### src/rtl/wb_commit_unit.sv
// wb_commit_unit
// Writeback stage that feeds the RV32E register-file write port.
// Completed instructions arrive from execute over a valid/ready handshake.
// Non-loads commit one cycle after accept. Loads wait for memory read data,
// which is sign- or zero-extended by funct3 and byte offset, and then commit.
// Every retired instruction, including a faulted one, gives exactly one
// commit_valid pulse.
//
// Ports
//   clk, rst_n            clock (rising edge), asynchronous active-low reset
//   in_valid / in_ready   handshake from the execute unit
//   in_rd                 destination register (only [3:0] is architectural)
//   in_result             ALU/CSR/link result (ignored for loads)
//   in_is_load            instruction is a load
//   in_funct3             load type
//   in_addr_lo            load byte address [1:0]
//   mem_rvalid            one-cycle read-data pulse from memory
//   mem_rdata             aligned read word
//   mem_rerr              bus error, qualified by mem_rvalid
//   rf_wen/rf_waddr/rf_wdata  register-file write port
//   commit_valid          one pulse per retired instruction
//   commit_err            qualifies commit_valid: faulted, no write performed
//   pend_valid/pend_rd    outstanding load and its destination (hazard stall)
module wb_commit_unit #(
  parameter int DATA_WIDTH = 32,
  parameter int ADDR_WIDTH = 5
) (
  input  logic                  clk,
  input  logic                  rst_n,
  input  logic                  in_valid,
  output logic                  in_ready,
  input  logic [ADDR_WIDTH-1:0] in_rd,
  input  logic [DATA_WIDTH-1:0] in_result,
  input  logic                  in_is_load,
  input  logic [2:0]            in_funct3,
  input  logic [1:0]            in_addr_lo,
  input  logic                  mem_rvalid,
  input  logic [DATA_WIDTH-1:0] mem_rdata,
  input  logic                  mem_rerr,
  output logic                  rf_wen,
  output logic [ADDR_WIDTH-1:0] rf_waddr,
  output logic [DATA_WIDTH-1:0] rf_wdata,
  output logic                  commit_valid,
  output logic                  commit_err,
  output logic                  pend_valid,
  output logic [ADDR_WIDTH-1:0] pend_rd
);

  typedef enum logic [1:0] {
    IDLE     = 2'd0,
    WAIT_MEM = 2'd1,
    COMMIT   = 2'd2
  } state_t;

  state_t                state_q, state_d;
  logic                  rf_wen_q, rf_wen_d;
  logic [ADDR_WIDTH-1:0] rf_waddr_q, rf_waddr_d;
  logic [DATA_WIDTH-1:0] rf_wdata_q, rf_wdata_d;
  logic                  commit_valid_q, commit_valid_d;
  logic                  commit_err_q, commit_err_d;
  logic                  pend_valid_q, pend_valid_d;
  logic [ADDR_WIDTH-1:0] pend_rd_q, pend_rd_d;
  logic [2:0]            ld_funct3_q, ld_funct3_d;
  logic [1:0]            ld_off_q, ld_off_d;

  logic accept;
  logic rd_out_of_range;
  logic ld_fault;
  logic in_fault;

  // Select the addressed byte/halfword of the aligned word and extend it.
  function automatic logic [DATA_WIDTH-1:0] load_extend(
    input logic [2:0]            f3,
    input logic [1:0]            off,
    input logic [DATA_WIDTH-1:0] word
  );
    logic signed [7:0]  b;
    logic signed [15:0] h;
    b = word[{off, 3'b000} +: 8];
    h = word[{off[1], 4'b0000} +: 16];
    case (f3)
      3'b000:  load_extend = {{(DATA_WIDTH-8){b[7]}}, b};
      3'b001:  load_extend = {{(DATA_WIDTH-16){h[15]}}, h};
      3'b010:  load_extend = word;
      3'b100:  load_extend = {{(DATA_WIDTH-8){1'b0}}, b};
      3'b101:  load_extend = {{(DATA_WIDTH-16){1'b0}}, h};
      default: load_extend = '0;
    endcase
  endfunction

  assign in_ready = (state_q != WAIT_MEM);
  assign accept   = in_valid & in_ready;

  // Destinations x16..x31 do not exist in RV32E.
  assign rd_out_of_range = |in_rd[ADDR_WIDTH-1:4];

  always_comb begin
    case (in_funct3)
      3'b000, 3'b100: ld_fault = 1'b0;
      3'b001, 3'b101: ld_fault = in_addr_lo[0];
      3'b010:         ld_fault = (in_addr_lo != 2'b00);
      default:        ld_fault = 1'b1;
    endcase
  end

  // A faulting load never reaches memory; it retires like a non-load.
  assign in_fault = rd_out_of_range | (in_is_load & ld_fault);

  always_comb begin
    state_d        = state_q;
    rf_wen_d       = 1'b0;
    commit_valid_d = 1'b0;
    commit_err_d   = 1'b0;
    rf_waddr_d     = rf_waddr_q;
    rf_wdata_d     = rf_wdata_q;
    pend_valid_d   = pend_valid_q;
    pend_rd_d      = pend_rd_q;
    ld_funct3_d    = ld_funct3_q;
    ld_off_d       = ld_off_q;

    case (state_q)
      WAIT_MEM: begin
        if (mem_rvalid) begin
          state_d        = COMMIT;
          pend_valid_d   = 1'b0;
          commit_valid_d = 1'b1;
          commit_err_d   = mem_rerr;
          rf_waddr_d     = pend_rd_q;
          rf_wen_d       = ~mem_rerr & (pend_rd_q[3:0] != 4'd0);
          if (!mem_rerr) begin
            rf_wdata_d = load_extend(ld_funct3_q, ld_off_q, mem_rdata);
          end
        end
      end
      default: begin
        // IDLE and COMMIT both accept; mem_rvalid is ignored here.
        if (accept) begin
          if (in_is_load && !in_fault) begin
            state_d      = WAIT_MEM;
            pend_valid_d = 1'b1;
            pend_rd_d    = in_rd;
            ld_funct3_d  = in_funct3;
            ld_off_d     = in_addr_lo;
          end else begin
            state_d        = COMMIT;
            commit_valid_d = 1'b1;
            commit_err_d   = in_fault;
            rf_waddr_d     = in_rd;
            rf_wen_d       = ~in_fault & (in_rd[3:0] != 4'd0);
            if (!in_fault) begin
              rf_wdata_d = in_result;
            end
          end
        end else begin
          state_d = IDLE;
        end
      end
    endcase
  end

  always_ff @(posedge clk or negedge rst_n) begin
    if (!rst_n) begin
      state_q        <= IDLE;
      rf_wen_q       <= 1'b0;
      rf_waddr_q     <= '0;
      rf_wdata_q     <= '0;
      commit_valid_q <= 1'b0;
      commit_err_q   <= 1'b0;
      pend_valid_q   <= 1'b0;
      pend_rd_q      <= '0;
      ld_funct3_q    <= 3'b000;
      ld_off_q       <= 2'b00;
    end else begin
      state_q        <= state_d;
      rf_wen_q       <= rf_wen_d;
      rf_waddr_q     <= rf_waddr_d;
      rf_wdata_q     <= rf_wdata_d;
      commit_valid_q <= commit_valid_d;
      commit_err_q   <= commit_err_d;
      pend_valid_q   <= pend_valid_d;
      pend_rd_q      <= pend_rd_d;
      ld_funct3_q    <= ld_funct3_d;
      ld_off_q       <= ld_off_d;
    end
  end

  assign rf_wen       = rf_wen_q;
  assign rf_waddr     = rf_waddr_q;
  assign rf_wdata     = rf_wdata_q;
  assign commit_valid = commit_valid_q;
  assign commit_err   = commit_err_q;
  assign pend_valid   = pend_valid_q;
  assign pend_rd      = pend_rd_q;

endmodule

### config.mk
export PLATFORM = sky130hd
export DESIGN_NAME = wb_commit_unit
export DESIGN_NICKNAME = d
export VERILOG_FILES = /design/src/rtl/wb_commit_unit.sv
export SDC_FILE = /design/constraint.sdc
export NUM_CORES = 1
export LEC_CHECK = 0
export CAP_MARGIN = 20
export CORE_ASPECT_RATIO = 0.7
export CORE_UTILIZATION = 45
export CTS_BUF_LIST = sky130_fd_sc_hd__clkbuf_4
export DETAILED_ROUTE_END_ITERATION = 10
export PLACE_DENSITY = 0.92
export SYNTH_ARGS = -nofsm -noshare
export SYNTH_HDL_FRONTEND = slang
export SYNTH_SLANG_ARGS = --single-unit
### constraint.sdc
create_clock -name clk -period 2.8 [get_ports clk]
set_clock_uncertainty 0.1 [all_clocks]
set_input_delay 0.84 -clock clk [delete_from_list [all_inputs] [get_ports clk]]
set_output_delay 0.84 -clock clk [all_outputs]
set_load 0.01 [all_outputs]
# After elaboration in Yosys (flattened, before gate mapping)
# Index checks and enable logic that the tools add are counted.
[classes] n_eq_ne=14 shifts=2 muxes=32 bitwise=8 reduce_logical=15
[ops] operator="two-way mux 32 bit" count=6
[ops] operator="one-hot mux 32 bit (5 select lines)" count=1
[ops] operator="variable part select 32 x 6 -> 16 bit" count=1
[ops] operator="variable part select 32 x 6 -> 8 bit" count=1
[ops] operator="two-way mux 5 bit" count=4
[ops] operator="two-way mux 1 bit" count=16
[ops] operator="equality test 3 bit (second input constant)" count=4
[ops] operator="AND reduction 3 bit" count=3
[ops] operator="two-way mux 2 bit" count=4
[ops] operator="nonzero test 4 bit" count=2
[ops] operator="equality test 3 x 1 -> 1 bit (second input constant)" count=2
[ops] operator="equality test 3 x 2 -> 1 bit (second input constant)" count=2
[ops] operator="logical NOT 3 bit" count=2
[ops] operator="!= test 2 x 1 -> 1 bit (second input constant)" count=3
[ops] operator="nonzero test 2 bit" count=3
[ops] operator="AND reduction 5 bit" count=1
[ops] operator="AND 1 bit" count=4
[ops] operator="!= test 2 bit (second input constant)" count=2
[ops] operator="OR reduction 2 bit" count=2
[ops] operator="NOT 1 bit" count=3
[ops] operator="one-hot mux 1 bit (3 select lines)" count=1
[ops] operator="equality test 2 x 1 -> 1 bit (second input constant)" count=1
[ops] operator="logical AND 1 bit" count=1
[ops] operator="logical NOT 1 bit" count=1
[ops] operator="OR 1 bit" count=1
[totals] ff_bits=53 inputBits=80 output_inout_bits=47 word_cells=81

# Depth between registers and ports, before layout
# Gate-level depths: netlist of run 1.
[depth] depth_word=10 mapped_depth=8 ltp_nobuf=6

# Worst setup path after synthesis of run 1
# OpenSTA, ideal clock, no wires.
[synth_timing] kind="in2reg" from="input in_funct3[0]" to="register rf_wdata_q[12] (netlist: rf_wdata[12])" setup_time_ps=128 arrival_ps=2274 required_ps=2572 slack_ps=298 stages=7 path_buffers=2 path_cell_list="nor4_1 nor2_1 o2bb2ai_1 a311o_1 buf_2 buf_2 mux2_1"
[synth_between] elab_chain_cells=9 elab_cells_between_ends=15 classes_between="eq/ne (6); mux (1); bitwise (2); reduce/logical (6)"
[synth_lines] item="start, declared" line="35" source="input logic [2:0] in_funct3,"
[synth_lines] item="equality test 3 x 1 -> 1 bit (tied with other cells)" line="98" source="case (in_funct3)"
[synth_lines] item="OR reduction 2 bit" line="98"
[synth_lines] item="one-hot mux 1 bit (3 select lines) (*)" line="98"
[synth_lines] item="AND 1 bit (*)" line="107" source="assign in_fault = rd_out_of_range | (in_is_load & ld_fault);"
[synth_lines] item="OR 1 bit (*)" line="107"
[synth_lines] item="logical NOT 1 bit"
[synth_lines] item="logical AND 1 bit" line="138" source="if (in_is_load && !in_fault) begin"
[synth_lines] item="!= test 2 x 1 -> 1 bit (no source line)"
[synth_lines] item="AND reduction 5 bit (no source line) (*)"
[synth_lines] item="end signal, assigned" line="177" source="rf_wdata_q <= rf_wdata_d;"
[synth_lines] item="end, declared" line="58" source="logic [DATA_WIDTH-1:0] rf_wdata_q, rf_wdata_d;"
# Every way passes the cells marked *; elsewhere a longest branch is shown, timed or not.
# A chain may end at the register's enable or synchronous reset.

# Worst setup path after layout of run 1
[layout_timing] from="register state_q[0]" to="output in_ready"
[layout_between] elab_chain_cells=1
[layout_lines] item="start, declared" line="55" source="state_t state_q, state_d;"
[layout_lines] item="start signal, assigned" line="174" source="state_q <= state_d;"
[layout_lines] item="!= test 2 x 1 -> 1 bit" line="91" source="assign in_ready = (state_q != WAIT_MEM);"
[layout_lines] item="end, declared" line="31" source="output logic in_ready,"
# No other way between the ends.

==> impl_metrics.py, run 1 <==
metrics = {
    "outcome": {
        "outcome": "complete, no violations",
    },
    "layout": {
        "area.growth.synth_to_final_pct": 46.5,
        "drive_gt1_frac": 0.141,
        "finalNetCount": 527,
        "utilization": 0.686,
        "postLayoutCellArea_um2": 4650,
        "antennaDiodeCount": 0,
    },
    "clock_tree": {
        "clkSlewWorstSetupHoldPaths_ps": 150,
        "clk_path_buf_depth": 2,
        "htreeDepth": 2,
        "clockRootBuffer": "clkbuf_4",
        "tritoncts": "done",
        "hold_buffers": 0,
        "clk-insertion-delay-late_ps": 370,
        "cts_sinks": 53,
        "cts_buffers": 5,
    },
    "global_routing": {
        "track_usage": 0.275,
        "antenna_found_initial": 0,
        "grt_max_degree": 33,
        "grt_overflow": 0,
        "grt_pass1_wl_um": 15400,
        "grt_pass1_vias": 3007,
    },
    "floorplanning": {
        "die_x_um": 102,
        "fp.coreArea_um2": 6790,
        "start_util": 0.468,
        "die_y_um": 72.3,
        "die-area_um2": 7400,
        "rows": 25,
        "io-pin-count": 127,
    },
    "routing": {
        "viasPerCell": 5.65,
        "dr.first_iter.drc_count": 244,
        "drc": 0,
        "drt-pass1-iter-count": 6,
        "postRouteAntennaNets": 0,
        "wirelength_um": 9690,
        "post_drt_wl_per_cell_um": 17.9,
        "vias": 3055,
    },
    "synth": {
        "synth_cell_types": 41,
        "ys_ff_latch": 53,
        "muxShareOfSynthArea": 0.218,
        "synthesis.nets": 402,
        "synth_top_family_by_area": "multiplexers",
        "synthSimpleGateAreaFrac": 0.0997,
        "synth.yosys.warnings": 0,
        "synth_compound_gate_area_share": 0.201,
        "syn_inst": 322,
        "syn_area_um2": 3180,
        "ys_seq_area_frac": 0.418,
        "synth-adder-area-share": 0,
        "synthXorXnorAreaFrac": 0,
        "syn_area_per_cell_um2": 9.86,
    },
    "placed_design": {
        "dp.final_hpwl_um": 7420,
        "dpl-instance-area_um2": 4570,
        "place_ws_ps": -109,
        "place_congestion": 0.905,
        "io_buffers": 126,
    },
    "pwr": {
        "vdd_drop_max_mv": 0.359,
        "p_leak_uw": 0.00199,
        "power_density_nw_per_um2": 585,
        "power.total_uw": 2720,
    },
    "sta": {
        "finalSetupViolCount": 0,
        "tightestPinTransition_ps": 599,
        "hold_viol": 0,
        "period_minus_slack_ps": 2700,
        "max_freq_ghz": 0.370,
        "rsz0062_at_grt": "false",
        "setup_ws_ps": 98.3,
        "max_slew_margin": 0.601,
        "drv_slew": 0,
        "timing.final.crit_share": 0.965,
        "holdWs_ps": 178,
    },
    "run": {
        "maxCapViolations": 0,
    },
    "critical_path": {
        "path_max_fanout": 24,
        "end_kind": "output port",
        "worstSetupPathType": "flop to output port",
        "startpoint_type": "flop",
        "critPathRequiredTime_ps": 1860,
        "arrival_ps": 1760,
    },
    "min_path": {
        "hp-class": "input port to async pin",
    },
}
==> cell usage after synthesis <==
cell type,n,area share
a21oi_2,20,0.055
o21bai_1,1,0.0024
a21o_2,1,0.0028
nor3_1,9,0.014
a31oi_1,1,0.0020
o211ai_1,1,0.0024
mux2_4,2,0.0095
a211o_2,1,0.0032
nand3b_1,2,0.0047
inv_1,19,0.022
buf_4,2,0.0047
nor2b_1,3,0.0059
a221oi_1,7,0.019
a22oi_1,2,0.0047
dfrtp_1,53,0.42
a21o_1,1,0.0024
a22o_1,1,0.0028
mux2_2,12,0.043
nor2_1,10,0.012
a221o_1,7,0.022
or4_1,2,0.0047
o41ai_1,1,0.0028
buf_6,2,0.0071
mux2i_1,37,0.12
a311o_1,1,0.0032
inv_2,1,0.0012
clkbuf_1,8,0.0095
a21oi_1,29,0.046
nand2_1,35,0.041
nand4b_1,1,0.0028
nand3_1,1,0.0016
nand2b_1,2,0.0039
nor4_1,2,0.0039
o2bb2ai_1,1,0.0028
buf_1,1,0.0012
a222oi_1,1,0.0032
o21ai_0,14,0.022
mux2_1,14,0.050
nor3b_1,2,0.0047
o21a_1,1,0.0024
buf_2,11,0.017
==> metrics by stage <==
step | instances | TNS [ps]
final | 541 | 0
after global routing | 541 | 0
after CTS | 540 | 0
after detailed placement | 533 | -2720
after global placement | 533 | -1770
after floorplan | 322 | 0
==> kinds of logic after synthesis <==
kind of cell / after synthesis
compound gates: 91
buf+inv: 44
flops: 53
mux: 65
simple gates: 69
==> placed cells by master (no fill, tap or decap), drive strengths merged, types with 2 or more instances in the layout <==
cell type	n
clkbuf	5
mux2	28
nor4	2
a221o	7
buf	17
dfrtp	53
a221oi	7
nor2	10
a22oi	2
a21oi	49
a21o	2
nor2b	3
clkdlybuf4s50	125
nor3b	2
or4	2
mux2i	37
nand2	35
nor3	9
inv	20
nand3b	2
nand2b	2
o21ai	14
==> routing by layer <==
metal	GRT usage	vias up	part of all wire
met5	0	-	0
met4	0.0730	0	0.019
met3	0.0597	21	0.075
met2	0.439	144	0.47
met1	0.380	1485	0.43
li1	-	1405	-
==> worst paths after layout <==
path	startpoint	to	cells after the start	slack [ps]
max reg2reg	ld_off_q[1]	rf_wdata[18]	7	500
min	rst_n	rf_waddr[2]	1	180
max in group asynchronous	rst_n	rf_wdata[29]	2	1850
max	state_q[0]	in_ready	3	100
min reg2reg	rf_waddr[3]	rf_waddr[3]	2	410
min in group clk	rf_waddr[3]	rf_waddr[3]	2	410
==> timing repair <==
action | CTS | global route
buffers inserted | 0 | 0
gates resized for setup | 1 | 0
endpoints found under the setup margin | 1 | 0
==> sequential cells by signal, summed over array words and instances, names as in the netlist <==
signal and cells:
rf_wdata 32, pend_rd 5, rf_waddr 5, ld_funct3_q 3, ld_off_q 2, state_q 2, commit_err 1, commit_valid 1
pend_valid 1, rf_wen 1
==> area by class of cell <==
cell class | instances | area (µm²)
Tap cell | 94 | 118
Timing Repair Buffer | 142 | 1410
Fill cell | 511 | 2130
Clock buffer | 5 | 37.5
Sequential cell | 53 | 1330
Multi-Input combinational cell | 225 | 1650
Inverter | 20 | 77.6
Clock inverter | 2 | 35.0
==> report_power, final <==
part	internal [µW]	leakage (µW)	switching, µW
clock network	182	0.0000410	241
logic	660	0.00131	523
registers	950	0.000639	167
==> critical path: stages, from the launching register on <==
cell and delay (ps):
dfrtp_1 410, nor2b_1 170, inv_4 220, clkdlybuf4s50_1 600
Power figures use the tool's default switching activity.
==> run 2: changes to the inputs <==
--- a/config.mk
+++ b/config.mk
@@ -9,6 +9,7 @@
 export CORE_ASPECT_RATIO = 0.7
 export CORE_UTILIZATION = 45
 export CTS_BUF_LIST = sky130_fd_sc_hd__clkbuf_4
+export CTS_CLUSTER_DIAMETER = 80
 export DETAILED_ROUTE_END_ITERATION = 10
 export PLACE_DENSITY = 0.92
 export SYNTH_ARGS = -nofsm -noshare
==> constraint.sdc (replaced) <==
create_clock -name clk -period 3.04 [get_ports clk]
set_clock_uncertainty 0.1 [all_clocks]
set_input_delay 0.912 -clock clk [delete_from_list [all_inputs] [get_ports clk]]
set_output_delay 0.912 -clock clk [all_outputs]
set_load 0.01 [all_outputs]
==> impl_metrics.py, run 2 (synthesis results as in run 1) <==
metrics = {
    "sta": {
        "timing.final.crit_share": 0.947,
        "max_freq_ghz": 0.347,
        "period_minus_slack_ps": 2880,
        "max_slew_margin": 0.507,
        "setup_tns_ps": 0,
        "finalSetupViolCount": 0,
        "holdWs_ps": 395,
        "drv_slew": 0,
        "hold_viol": 0,
        "tightestPinTransition_ps": 739,
        "rsz0062_at_grt": "false",
    },
    "global_routing": {
        "track_usage": 0.272,
        "grt_pass1_vias": 3022,
        "grt_max_degree": 33,
        "grt_overflow": 0,
        "grt_pass1_wl_um": 15400,
        "antenna_found_initial": 0,
    },
    "layout": {
        "antennaDiodeCount": 0,
        "final_common_cell": "clkdlybuf4s50_1",
        "instances_no_fill": 539,
        "regArea_um2": 1330,
        "drive_gt1_frac": 0.137,
        "postLayoutCellArea_um2": 4610,
        "area.growth.synth_to_final_pct": 45.2,
        "finalNetCount": 524,
        "largest_reg_flops": 32,
        "fillers": 526,
        "final_cell_mix": "125 x clkdlybuf4s50_1, 53 x dfrtp_1, 37 x mux2i_1",
        "multi_input_area_um2": 1650,
    },
    "critical_path": {
        "crit_path_cell_trace": "clkdlybuf4s50_1 -> nor4_1 -> nor2_1 -> o2bb2ai_1 -> a311o_2 -> mux2_2",
        "end_kind": "flop",
        "crit_buf_inv": 1,
        "worstSetupPathType": "input port to flop",
        "arrival_ps": 3040,
        "critPathRequiredTime_ps": 3200,
        "cp_top_family": "compound AO/OA/AOI/OAI gates",
        "startpoint_type": "input port",
        "worst_path_largest_cell_delay_ps": 520,
        "cpMaxStageDelayCell": "a311o_2",
        "path_max_fanout": 18,
    },
    "run": {
        "maxCapViolations": 0,
    },
    "routing": {
        "viasPerCell": 5.69,
        "postRouteAntennaNets": 0,
        "post_drt_wl_per_cell_um": 17.9,
        "wirelength_um": 9630,
        "dr.first_iter.drc_count": 195,
        "drc": 0,
        "drt-pass1-iter-count": 5,
        "vias": 3065,
    },
    "pwr": {
        "power.total_uw": 2440,
        "vdd_drop_max_mv": 0.291,
        "power_density_nw_per_um2": 529,
        "p_leak_uw": 0.00197,
    },
    "clock_tree": {
        "postCtsSetupBuffers": 0,
        "clk-insertion-delay-late_ps": 370,
        "tritoncts": "done",
        "cts_buffers": 5,
        "cts_sinks": 53,
        "clkSlewWorstSetupHoldPaths_ps": 150,
        "hold_buffers": 0,
        "htreeDepth": 2,
        "clk_path_buf_depth": 2,
        "clockRootBuffer": "clkbuf_4",
        "cts_resized": 0,
    },
    "placed_design": {
        "placed_cells": 530,
        "dp.final_hpwl_um": 7330,
        "dpl-instance-area_um2": 4540,
        "io_buffers": 126,
        "place_congestion": 0.851,
    },
    "floorplanning": {
        "fp.coreArea_um2": 6790,
        "rows": 25,
        "die_y_um": 72.3,
        "io-pin-count": 127,
        "start_util": 0.468,
        "die_x_um": 102,
        "die-area_um2": 7400,
    },
    "outcome": {
        "outcome": "complete, no violations",
    },
    "min_path": {
        "hp-class": "flop to flop",
    },
}
run 2: cell count changes in the layout (fill, tap and decap cells not counted), sizes merged:
cell and delta:
bufinv -1, buf -3, inv +1, clkbuf +1
run 2: worst min-delay path, delay by kind of cell, from the launching register on:
| kind | cells | cell delay (ps) |
|---|---|---|
| AND/OR/NAND/NOR | 1 | 50 |
| flip-flops | 1 | 370 |
| AO/OA/AOI/OAI | 1 | 60 |
run 2: cell type report:
| cell class | instances | area share |
|---|---|---|
| multi-input cells | 225 | 0.359 |
| repair buffers | 139 | 0.299 |
| flip-flops and latches | 53 | 0.288 |
| well taps | 94 | 0.0255 |
| inverters | 20 | 0.0163 |
| clock buffers | 6 | 0.00977 |
| clock inverters | 2 | 0.00299 |
run 2: report_power, final:
part           leakage [µW]  switching (µW)  total [µW]  internal, µW
Clock             0.0000360             228         330           102
Combinational       0.00130             485        1090           604
Sequential         0.000639             144        1020           875
run 2: worst paths after layout:
kind	startpoint	endpoint	slack (ps)	cells past startpoint
max in group asynchronous	rst_n	rf_wdata[0]	1770	2
worst max-delay path	in_funct3[0]	rf_wdata[1]	160	6
worst min register to register	rf_waddr[1]	rf_waddr[1]	400	2
min in group asynchronous	rst_n	rf_wdata[21]	470	1
worst max register to register	state_q[0]	rf_wdata[3]	720	6
worst min-delay path	rf_waddr[1]	rf_waddr[1]	400	2
run 2: stage by stage:
step / util / setup slack (ps)
global route: 0.679 / 20.5
detailed placement: 0.669 / -184
global placement: 0.669 / -26.2
CTS: 0.678 / 173
finish: 0.679 / 161
floorplan: - / 466
run 2: per-layer routing:
| layer | vias up | share of wire | GRT usage |
|---|---|---|---|
| met2 | 178 | 0.47 | 0.441 |
| met1 | 1468 | 0.43 | 0.387 |
| met4 | 0 | 0.011 | 0.0571 |
| met5 | - | 0 | 0 |
| met3 | 15 | 0.088 | 0.0424 |
| li1 | 1404 | - | - |
